$ cat src/rtl/activation_streamer_pkg.sv
// Shared types for the activation streamer: FSM states, stage-1 sideband and padded-size width.
package activation_streamer_pkg;

    // Width of the padded size P and of the row/column counters
    localparam int PW = 15;

    typedef enum logic [1:0] {
        IDLE  = 2'd0,
        RUN   = 2'd1,
        DRAIN = 2'd2
    } state_t;

    typedef struct packed {
        logic valid;
        logic is_pad;
        logic last;
    } stage_t;

endpackage

$ cat src/rtl/pad_position_counter.sv
// Raster row/column counter over a P x P padded frame with interior/last/wrap flags.
module pad_position_counter
    import activation_streamer_pkg::*;
(
    input  logic          clk_i,
    input  logic          rst_i,
    input  logic          clear_i,
    input  logic          en_i,
    input  logic [PW-1:0] p_i,
    input  logic [PW-1:0] lo_i,
    input  logic [PW-1:0] hi_i,
    output logic          interior_o,
    output logic          last_o,
    output logic          wrap_o
);

    logic [PW-1:0] row_p0;
    logic [PW-1:0] col_p0;

    // Position flags are derived from the current (r, c) being issued
    always_comb begin
        wrap_o     = (col_p0 == p_i - PW'(1));
        last_o     = wrap_o && (row_p0 == p_i - PW'(1));
        interior_o = (row_p0 >= lo_i) && (row_p0 < hi_i) &&
                     (col_p0 >= lo_i) && (col_p0 < hi_i);
    end

    // Advance one position per enabled cycle, column fastest
    always_ff @(posedge clk_i) begin
        if (!rst_i || clear_i) begin
            row_p0 <= '0;
            col_p0 <= '0;
        end else if (en_i) begin
            if (wrap_o) begin
                col_p0 <= '0;
                row_p0 <= row_p0 + PW'(1);
            end else begin
                col_p0 <= col_p0 + PW'(1);
            end
        end
    end

endmodule

$ cat src/rtl/activation_streamer.sv
// Streams a zero-padded S x S activation matrix from a 1-cycle-latency memory in raster order.
module activation_streamer
    import activation_streamer_pkg::*;
#(
    parameter int N             = 16,
    parameter int MaxMatrixSize = 16383,
    parameter int PadWidth      = 4,
    parameter int AddrWidth     = 28
) (
    input  logic                 clk_i,
    input  logic                 rst_i,
    input  logic                 start_i,
    input  logic [13:0]          matrix_size_i,
    input  logic [PadWidth-1:0]  padding_i,
    input  logic [AddrWidth-1:0] base_addr_i,
    input  logic                 stall_i,
    output logic                 mem_rd_en_o,
    output logic [AddrWidth-1:0] mem_addr_o,
    input  logic signed [N-1:0]  mem_data_i,
    output logic signed [N-1:0]  data_o,
    output logic                 valid_o,
    output logic                 done_o,
    output logic                 busy_o,
    output logic [PW-1:0]        padded_size_o
);

    state_t                state_p0;
    logic [13:0]           size_q;
    logic [PadWidth-1:0]   pad_q;
    logic [PW-1:0]         p_q;
    logic [AddrWidth-1:0]  rd_ptr_p0;
    logic                  interior_p0;
    logic                  last_p0;
    logic                  wrap_p0;
    logic                  issue_p0;
    logic                  start_ok;
    logic [PW-1:0]         lo_p0;
    logic [PW-1:0]         hi_p0;
    stage_t                stage_p1;
    logic signed [N-1:0]   data_p2;
    logic                  vld_p2;
    logic                  done_p2;

    assign start_ok    = start_i && (matrix_size_i != '0) &&
                         (int'(matrix_size_i) <= MaxMatrixSize);
    assign issue_p0    = (state_p0 == RUN) && !stall_i;
    assign lo_p0       = PW'(pad_q);
    assign hi_p0       = PW'(pad_q) + PW'(size_q);
    assign mem_rd_en_o = issue_p0 && interior_p0;
    assign mem_addr_o  = rd_ptr_p0;

    pad_position_counter u_pos (
        .clk_i      (clk_i),
        .rst_i      (rst_i),
        .clear_i    ((state_p0 == IDLE) && start_ok),
        .en_i       (issue_p0),
        .p_i        (p_q),
        .lo_i       (lo_p0),
        .hi_i       (hi_p0),
        .interior_o (interior_p0),
        .last_o     (last_p0),
        .wrap_o     (wrap_p0)
    );

    // Stage 0: frame control FSM, configuration latch and contiguous read pointer
    always_ff @(posedge clk_i) begin
        if (!rst_i) begin
            state_p0  <= IDLE;
            size_q    <= '0;
            pad_q     <= '0;
            p_q       <= '0;
            rd_ptr_p0 <= '0;
        end else begin
            case (state_p0)
                IDLE: begin
                    if (start_ok) begin
                        size_q    <= matrix_size_i;
                        pad_q     <= padding_i;
                        p_q       <= PW'(matrix_size_i) + (PW'(padding_i) << 1);
                        rd_ptr_p0 <= base_addr_i;
                        state_p0  <= RUN;
                    end
                end
                RUN: begin
                    if (issue_p0 && interior_p0) rd_ptr_p0 <= rd_ptr_p0 + AddrWidth'(1);
                    if (issue_p0 && last_p0) state_p0 <= DRAIN;
                end
                DRAIN: begin
                    if (done_p2) state_p0 <= IDLE;
                end
                default: state_p0 <= IDLE;
            endcase
        end
    end

    // Stage 1: sideband travels with the outstanding read; frozen while stalled
    always_ff @(posedge clk_i) begin
        if (!rst_i) begin
            stage_p1 <= '0;
        end else if (!stall_i) begin
            stage_p1 <= '{valid: issue_p0, is_pad: !interior_p0, last: last_p0};
        end
    end

    // Stage 2: output register; a stall bubbles valid/done and holds data
    always_ff @(posedge clk_i) begin
        if (!rst_i) begin
            vld_p2  <= 1'b0;
            done_p2 <= 1'b0;
            data_p2 <= '0;
        end else if (stall_i) begin
            vld_p2  <= 1'b0;
            done_p2 <= 1'b0;
        end else begin
            vld_p2  <= stage_p1.valid;
            done_p2 <= stage_p1.valid && stage_p1.last;
            data_p2 <= stage_p1.is_pad ? '0 : mem_data_i;
        end
    end

    assign data_o        = data_p2;
    assign valid_o       = vld_p2;
    assign done_o        = done_p2;
    assign busy_o        = (state_p0 != IDLE);
    assign padded_size_o = p_q;

endmodule

$ cat config.mk
export PLATFORM = sky130hd
export DESIGN_NAME = activation_streamer
export DESIGN_NICKNAME = d
export VERILOG_FILES = /design/src/rtl/activation_streamer_pkg.sv /design/src/rtl/pad_position_counter.sv /design/src/rtl/activation_streamer.sv
export SDC_FILE = /design/constraint.sdc
export NUM_CORES = 1
export LEC_CHECK = 0
export CAP_MARGIN = 20
export CELL_PAD_IN_SITES_DETAIL_PLACEMENT = 0
export CELL_PAD_IN_SITES_GLOBAL_PLACEMENT = 1
export CORE_ASPECT_RATIO = 0.9
export CORE_UTILIZATION = 40
export DETAILED_ROUTE_END_ITERATION = 10
export PLACE_DENSITY = 0.78
export SYNTH_ARGS = -nofsm -noshare
export SYNTH_HDL_FRONTEND = slang
export SYNTH_HIERARCHICAL = 1
export SYNTH_SLANG_ARGS = --single-unit
$ cat constraint.sdc
create_clock -name clk_i -period 5.6 [get_ports clk_i]
set_clock_uncertainty 0.2 [all_clocks]
set_input_delay 1.12 -clock clk_i [delete_from_list [all_inputs] [get_ports clk_i]]
set_output_delay 1.12 -clock clk_i [all_outputs]
set_load 0.01 [all_outputs]
### Yosys cells after proc, flatten, opt, wreduce, memory -nomap -nowiden

Cells that the tools add are included.

* flip-flop bits (word level): 114

* add/sub/neg operators: 6
* magnitude comparators: 4
* equality and inequality tests: 8
* multiplexer cells: 9
* bitwise gates (word level): 1
* reduce and logical (&&, ||, !) cells: 23

Operator list (number)
* 28-bit two-way mux: 2
* 28-bit case mux with 2 select lines: 1
* 15-bit by 1-bit adder with 15-bit output (second input constant): 2
* 15-bit == test: 2
* 15-bit by 4-bit greater-or-equal comparator with 1-bit output: 2
* 15-bit < comparator: 2
* 28-bit by 1-bit adder with 28-bit output (second input constant): 1
* 16-bit two-way mux: 1
* 14-bit by 5-bit adder with 15-bit output: 1
* 4-bit by 14-bit adder with 15-bit output: 1
* 15-bit two-way mux: 1
* 15-bit by 1-bit subtractor with 15-bit output (second input constant): 1
* 14-bit nonzero test: 1
* 1-bit logical AND: 10
* 2-bit two-way mux: 3
* 2-bit != test (second input constant): 3
* 2-bit case mux with 3 select lines: 1
* 3-bit AND reduction: 2
* 2-bit AND reduction: 2
* 2-bit nonzero test: 2
* 1-bit logical NOT: 3
* 2-bit by 1-bit == test with 1-bit output (second input constant): 1
* 2-bit == test (second input constant): 1
* 2-bit logical NOT: 1
* 4 further kinds: 4

### Depth between registers and ports, before layout

Gate-level depths: netlist of the first run.

* word-level depth: 8
* mapped depth: 23

### By module

Netlist of the first run, hierarchy kept.

Modules (own cells, without submodules)
* activation_streamer: times used 1, cells an instance 541, area each 4317.9 µm², seq. area each 1661.6 µm²
* pad_position_counter: times used 1, cells an instance 478, area each 3761.1 µm², seq. area each 600.6 µm²

### Worst setup path before layout of the first run

Ideal clock, no wire load.

* path type: register to output
* from: register size_q[0]
* to: output port mem_rd_en_o
* arrival time: 3480 ps
* data required time: 4280 ps
* slack: 800 ps
* cell stages (with the launch flop): 19
* buffers on the path: 0
* cell sequence: dfxtp_1 ha_1 fa_1 a21o_1 a21oi_1 nand3b_1 nor2_1 xor2_1 inv_1 ha_1 a21o_1 a21o_1 a21oi_1 nor3b_1 a211oi_1 a22o_1 nor3_1 nand2b_1 nor2_1

* word-level cells in the longest chain between the ends: 6

Ends and longest elaborated chain
* start: declaration: line activation_streamer.sv:28 `logic [13:0] size_q;`
* start signal: assignment: line activation_streamer.sv:77 `size_q <= matrix_size_i;`
* 4-bit by 14-bit adder with 15-bit output *: line activation_streamer.sv:48 `assign hi_p0 = PW'(pad_q) + PW'(size_q);`
* net hi_p0[8]: line activation_streamer.sv:38 `logic [PW-1:0] hi_p0;`
* 15-bit < comparator: line pad_position_counter.sv:24 `interior_o = (row_p0 >= lo_i) && (row_p0 < hi_i) &&`
* 1-bit logical AND (2 in series): line pad_position_counter.sv:24
* 1-bit logical AND *: line pad_position_counter.sv:25 `(col_p0 >= lo_i) && (col_p0 < hi_i);`
* net interior_p0: line activation_streamer.sv:32 `logic interior_p0;`
* 1-bit logical AND *: line activation_streamer.sv:49 `assign mem_rd_en_o = issue_p0 && interior_p0;`
* end: declaration: line activation_streamer.sv:17 `output logic mem_rd_en_o,`

The timed path passes the listed nets; every way through them passes the cells marked *.

### Worst setup path after layout of the first run

Same ends and word-level chain as after synthesis.

==> results.sh, run 1 <==
export IMPL_hold_buffers=0
export IMPL_fin_crit_ns=5.36
export IMPL_antenna_found_initial=0
export IMPL_place_congestion=0.897
export IMPL_cts_max_path_buffers=2
export IMPL_synth_edf_count=0
export IMPL_postRouteAntennaNets=0
export IMPL_drt_iter0_markers=582
export IMPL_drive_above_1_share_pct=8.16
export IMPL_worstPathArrival_ns=4.04
export IMPL_grt_max_degree=55
export IMPL_criticalPathCategory="reg -> out"
export IMPL_path_cells="ha_1 -> fa_1 -> a21o_1 -> a21oi_2 -> nand3b_1 -> nor2_1 -> xor2_1 -> inv_1 -> ha_1 -> a21o_1 -> a21o_1 -> a21oi_2 -> nor3b_2 -> o21ai_0 -> a22o_1 -> nor3_2 -> nand2b_1 -> nor2_4 -> buf_6"
export IMPL_rows=48
export IMPL_grt_pass1_wl_mm=38.7
export IMPL_ys_warn_count=6
export IMPL_dr_pass1_iters=4
export IMPL_slew_viol_final=0
export IMPL_r2r_end="mem_addr_o[26]"
export IMPL_timing_critical_path_from="size_q[0]"
export IMPL_grt_pass1_vias=7382
export IMPL_rsz0062_at_grt="false"
export IMPL_cts_root_buf="clkbuf_16"
export IMPL_cts_sinks=113
export IMPL_setup_viol=0
export IMPL_clock_latency_ns=0.42
export IMPL_syn_inst=1019
export IMPL_crit_top_cell="a21o_1"
export IMPL_p_leak_nw=4.04
export IMPL_numCtsBuffers=17
export IMPL_tightest_slew_ns=1.03
export IMPL_reg2reg_from="size_q[0]"
export IMPL_chipHeight_um=137
export IMPL_fp_dieW_um=152
export IMPL_ys_seq_elements=113
export IMPL_holdPathStages=2
export IMPL_ys_types=77
export IMPL_endpoint="mem_rd_en_o"
export IMPL_finalNetCount=1277
export IMPL_routedWlPerCell_um=17.4
export IMPL_track_usage_pct=23.5
export IMPL_cp_end_kind="primary output"
export IMPL_tns_ns=0
export IMPL_initial_core_util_pct=41.5
export IMPL_syn_avg_cell_area_um2=7.93
export IMPL_slowest_stage="fa_1"
export IMPL_worstSetupStartpointType="flip-flop"
export IMPL_finalPower_mw=2.58
export IMPL_drt_wl_total_mm=24.4
export IMPL_fmax_ghz=0.187
export IMPL_rrSetupSlack_ns=0.80
export IMPL_drv_cap=0
export IMPL_htreeDepth=4
export IMPL_num_antenna_cells=0
export IMPL_powerDensity_mw_per_mm2=251
export IMPL_ff2ff_path_depth=23
export IMPL_fin_crit_sh_pct=95.7
export IMPL_synthFlopType="dfxtp_1"
export IMPL_cts_tree="yes"
export IMPL_post_route_drc_count=0
export IMPL_yosysSeqAreaShare_pct=28.0
export IMPL_hold_path_class="reg -> reg"
export IMPL_dieArea_mm2=0.0208
export IMPL_num_vias=7802
export IMPL_outcome="complete, no violations"
export IMPL_overflow=0
export IMPL_io_buffers=128
export IMPL_pin_count=129
export IMPL_core_area_mm2=0.0195
export IMPL_clkTransAtPathRegs_ns=0.06
export IMPL_syn_area_mm2=0.00808
export IMPL_async_flop_share_pct=0
export IMPL_worstPathRequired_ns=4.28
export IMPL_critPathMaxStageDelay_ns=0.40
export IMPL_crit_fanout=3
export IMPL_syn_to_final_growth_pct=26.8
export IMPL_vdd_drop_max_mv=0.176
export IMPL_slew_headroom_pct=31.6
export IMPL_via_per_inst=5.56
export IMPL_hold_viol=0
export IMPL_hpwl_mm=18.0
Yosys cell counts, drive strengths merged, types with 3 or more instances:
| master | count | area share [%] |
|---|---|---|
| o21ai | 44 | 2.7 |
| o41ai | 7 | 0.76 |
| a31oi | 6 | 0.46 |
| o211ai | 10 | 0.93 |
| o311ai | 7 | 0.76 |
| or4 | 5 | 0.56 |
| or3 | 5 | 0.39 |
| nand3 | 26 | 1.7 |
| a211oi | 8 | 0.81 |
| a31o | 5 | 0.54 |
| o31ai | 10 | 1.1 |
| clkbuf | 33 | 1.5 |
| nand4 | 27 | 2.4 |
| and2 | 5 | 0.39 |
| nor2b | 12 | 0.93 |
| and4 | 3 | 0.33 |
| nand2b | 19 | 1.5 |
| ha | 70 | 11 |
| nand2 | 114 | 5.3 |
| nor3 | 16 | 1.2 |
| xor2 | 27 | 2.9 |
| a21oi | 90 | 5.7 |
| o21a | 3 | 0.28 |
| nor3b | 5 | 0.46 |
| buf | 26 | 2.1 |
| a22oi | 17 | 1.6 |
| nand3b | 5 | 0.46 |
| dfxtp | 113 | 28 |
| inv | 50 | 2.3 |
| o31a | 3 | 0.33 |
| a41oi | 5 | 0.54 |
| nor2 | 94 | 4.4 |
| and3 | 17 | 1.3 |
| a311oi | 6 | 0.65 |
| xnor2 | 41 | 4.4 |
| a21o | 23 | 2.1 |
| o22ai | 3 | 0.23 |
| o221a | 9 | 1.3 |
| nor4 | 18 | 1.9 |
| or2 | 5 | 0.39 |
worst min path at each step:
stage	from	end
after floorplan	stage_p1[2]	valid_o
after global placement	stage_p1[2]	valid_o
after detailed placement	stage_p1[2]	valid_o
after CTS	stage_p1[2]	valid_o
after global routing	stage_p1[2]	valid_o
final	stage_p1[2]	valid_o
stage by stage:
step	cells	setup slack [ns]	area [µm²]	hold WS [ns]	util, %
3_3_place_gp	1366	0.122	9560	0.238	49.1
3_5_place_dp	1367	0.0434	9570	0.237	49.2
2_1_floorplan	1029	0.800	8120	0.217	-
4_1_cts	1399	0.0238	10200	0.248	52.4
6_report	1402	0.243	10200	0.246	52.7
5_1_grt	1402	0.0195	10200	0.278	52.7
where the power goes:
part | switching [mW] | leakage, nW | internal [mW]
logic | 0.279 | 2.82 | 0.245
clock network | 0.395 | 0.301 | 0.753
registers | 0.0591 | 0.924 | 0.846
total | 0.733 | 4.04 | 1.84
per-layer routing:
layer  wire length (µm)  part of all wire (%)  global-route usage, %  up-vias
met5                  0                     0                      0        -
met3               1330                   5.4                   4.59       24
met2              10400                    43                   34.7      215
li1                   -                     -                      -     3927
met1              12300                    50                   34.4     3636
met4                356                   1.5                   6.39        0
what timing repair did:
| action | in CTS | in global routing |
|---|---|---|
| pin swaps | 0 | 3 |
| cloned | 0 | 0 |
| gates resized for setup | 5 | 10 |
| setup buffers | 0 | 2 |
| endpoints found under the setup margin | 1 | 1 |
worst max-delay path, delay by kind of cell (launching register included):
| kind | cells | cell delay, ns |
|---|---|---|
| AND/OR/NAND/NOR | 6 | 0.83 |
| XOR/XNOR | 1 | 0.14 |
| buffers and inverters | 2 | 0.21 |
| adder cells (fa/ha/maj) | 3 | 0.94 |
| flip-flops | 1 | 0.31 |
| AO/OA/AOI/OAI | 7 | 1.20 |
kinds of logic (layout without fill, tap and decap cells):
| group | count (synthesis) | after routing | synth area share (%) |
|---|---|---|---|
| muxes | 1 | 1 | 0.124 |
| buffers and inverters | 109 | 232 | 5.92 |
| other | 1 | 11 | 0.0464 |
| DFF | 113 | 113 | 28.0 |
| xor gates and xnor gates | 69 | 69 | 7.65 |
| and+or+nand+nor | 379 | 379 | 24.0 |
| adders and majority gates | 72 | 72 | 11.3 |
| AOI/OAI and AO/OA | 275 | 275 | 22.9 |
layout by cell type (no fill, tap or decap), types with 11 or more instances in the layout:
cell / n
a21o_1: 23
a21oi_1: 85
a22oi_1: 17
and3_1: 17
buf_4: 22
clkbuf_16: 17
clkdlybuf4s50_1: 127
conb_1: 11
dfxtp_1: 113
ha_1: 70
inv_1: 48
nand2_1: 113
nand2b_1: 19
nand3_1: 24
nand4_1: 24
nor2_1: 93
nor2b_1: 11
nor3_1: 13
nor4_1: 13
o21ai_0: 32
o21ai_1: 12
xnor2_1: 41
xor2_1: 27
registers in the layout, indices dropped and copies added (netlist names):
register / cells
data_o: 16
done_o: 1
mem_addr_o: 28
pad_q: 4
padded_size_o: 14
size_q: 14
stage_p1: 3
state_p0: 2
u_pos/col_p0: 15
u_pos/row_p0: 15
valid_o: 1
final cells by class:
type	count	area [µm²]
inverter	50	188
clock buffer	21	450
timing repair buffer	150	1450
tap	250	313
fill	1917	9210
clock inverter	11	161
multi-input combinational	807	5420
sequential	113	2260
Power figures use the tool's default switching activity.
==> inputs of run 2 (changes only) <==
- clock period: 5.6 -> 6 ns (I/O delays scaled with it)
==> results.sh, run 2 (same netlist as run 1, synthesis figures left out) <==
export IMPL_outcome="complete, no violations"
export IMPL_rsz0062_at_grt="false"
export IMPL_hpwl_mm=18.0
export IMPL_hold_viol=0
export IMPL_rows=48
export IMPL_worstPathRequired_ns=4.60
export IMPL_layout_cells_most_common_list="127 x clkdlybuf4s50_1, 113 x nand2_1, 113 x dfxtp_1"
export IMPL_numCtsBuffers=17
export IMPL_switching_share_pct=29.4
export IMPL_crit_fanout=4
export IMPL_core_area_mm2=0.0195
export IMPL_overflow=0
export IMPL_mostFrequentLayoutCell="clkdlybuf4s50_1"
export IMPL_fmax_ghz=0.175
export IMPL_tightest_slew_ns=0.798
export IMPL_worstPathArrival_ns=4.32
export IMPL_setup_viol=0
export IMPL_syn_to_final_growth_pct=26.2
export IMPL_fin_crit_sh_pct=95.3
export IMPL_num_antenna_cells=0
export IMPL_fin_crit_ns=5.72
export IMPL_p_int_mw=1.72
export IMPL_via_per_inst=5.54
export IMPL_fill_cells=1894
export IMPL_grt_pass1_wl_mm=38.8
export IMPL_dieArea_mm2=0.0208
export IMPL_tns_ns=0
export IMPL_drive_above_1_share_pct=7.33
export IMPL_cts_sinks=113
export IMPL_holdPathStages=2
export IMPL_ff2ff_path_depth=21
export IMPL_hold_buffers=0
export IMPL_place_congestion=0.865
export IMPL_clock_latency_ns=0.42
export IMPL_drt_wl_total_mm=24.4
export IMPL_slew_headroom_pct=46.4
export IMPL_p_comb_share_pct=19.9
export IMPL_antenna_found_initial=0
export IMPL_postRouteAntennaNets=0
export IMPL_finalNetCount=1271
export IMPL_clkTransAtPathRegs_ns=0.06
export IMPL_drv_cap=0
export IMPL_dr_pass1_iters=5
export IMPL_pwr_share_clk_pct=45.1
export IMPL_routedWlPerCell_um=17.5
export IMPL_cts_tree="yes"
export IMPL_cts_max_path_buffers=2
export IMPL_fin_util_pct=52.4
export IMPL_num_vias=7732
export IMPL_io_buffers=128
export IMPL_pin_count=129
export IMPL_final_cell_count_no_fill=1396
export IMPL_met1_usage_pct=34.4
export IMPL_cp_end_kind="primary output"
export IMPL_htreeDepth=4
export IMPL_grt_max_degree=55
export IMPL_post_cts_setup_buffers=0
export IMPL_criticalPathCategory="reg -> out"
export IMPL_chipHeight_um=137
export IMPL_post_route_drc_count=0
export IMPL_power_switching_mw=0.716
export IMPL_slew_viol_final=0
export IMPL_initial_core_util_pct=41.5
export IMPL_met3_usage_pct=4.02
export IMPL_fp_dieW_um=152
export IMPL_drt_iter0_markers=583
export IMPL_p_seq_share_pct=35.0
export IMPL_dp_cells=1364
export IMPL_whs_ns=0.243
export IMPL_powerDensity_mw_per_mm2=238
export IMPL_p_leak_nw=4.00
export IMPL_track_usage_pct=23.5
export IMPL_worstSetupStartpointType="flip-flop"
export IMPL_top_usage_layer="met2"
export IMPL_largest_reg_flops=28
export IMPL_grt_pass1_vias=7216
export IMPL_vdd_drop_max_mv=0.178
export IMPL_met2_usage_pct=35.4
export IMPL_hold_path_class="reg -> reg"
export IMPL_cts_root_buf="clkbuf_16"
run 2: per-stage QoR:
step	cell area (µm²)	power (mW)	worst slack (ns)
after global routing	10200	2.53	0.0174
after detailed placement	9550	1.34	0.234
after global placement	9530	1.34	0.303
after floorplan	8120	1.16	1.12
final	10200	2.43	0.281
after CTS	10200	2.44	0.182
run 2: area by class of cell:
type / instances / area, µm² / share of cell area, %
clock buffer: 17 / 425 / 4.17
clock inverter: 15 / 208 / 2.04
inverter: 50 / 188 / 1.84
multi-input combinational: 807 / 5400 / 52.9
sequential: 113 / 2260 / 22.2
tap: 250 / 313 / 3.07
timing repair buffer: 144 / 1410 / 13.8
run 2: power by group through the flow:
stage	Clock, mW	Combinational, mW	Sequential, mW
4_1_cts	1.11	0.482	0.849
2_1_floorplan	0	0.299	0.856
3_3_place_gp	0	0.476	0.864
5_1_grt	1.15	0.532	0.857
3_5_place_dp	0	0.480	0.864
6_report	1.10	0.485	0.850
run 2: path summary, 6_finish.rpt:
check                                  from             to  slack (ns)
worst max register to register     pad_q[0]  mem_addr_o[0]        1.26
worst min register to register  stage_p1[2]        valid_o        0.24
worst min-delay path            stage_p1[2]        valid_o        0.24
worst max-delay path               pad_q[0]    mem_rd_en_o        0.28
run 2: layer usage:
layer | up-vias | share of wire, %
li1 | 3902 | -
met1 | 3599 | 51
met2 | 211 | 43
met3 | 20 | 5.6
met4 | 0 | 1.0
met5 | - | 0
run 2: timing repair:
item / in CTS / in global routing
setup endpoints to repair: 1 / 1
pin swaps: 0 / 0
resized for setup: 3 / 2
endpoints found under the hold margin: 0 / 0
run 2: critical path: stages (launching register included):
cell,delay (ns)
dfxtp_1,0.35
ha_1,0.23
fa_1,0.40
a21o_1,0.20
a21oi_2,0.16
nand3b_1,0.15
nor2_1,0.07
xor2_1,0.13
inv_1,0.08
ha_1,0.31
a21o_1,0.18
a21o_1,0.17
a21oi_1,0.22
nor3b_1,0.24
a211oi_1,0.06
a22o_1,0.21
nor3_1,0.20
nand2b_1,0.13
nor2_4,0.17
clkdlybuf4s15_1,0.26
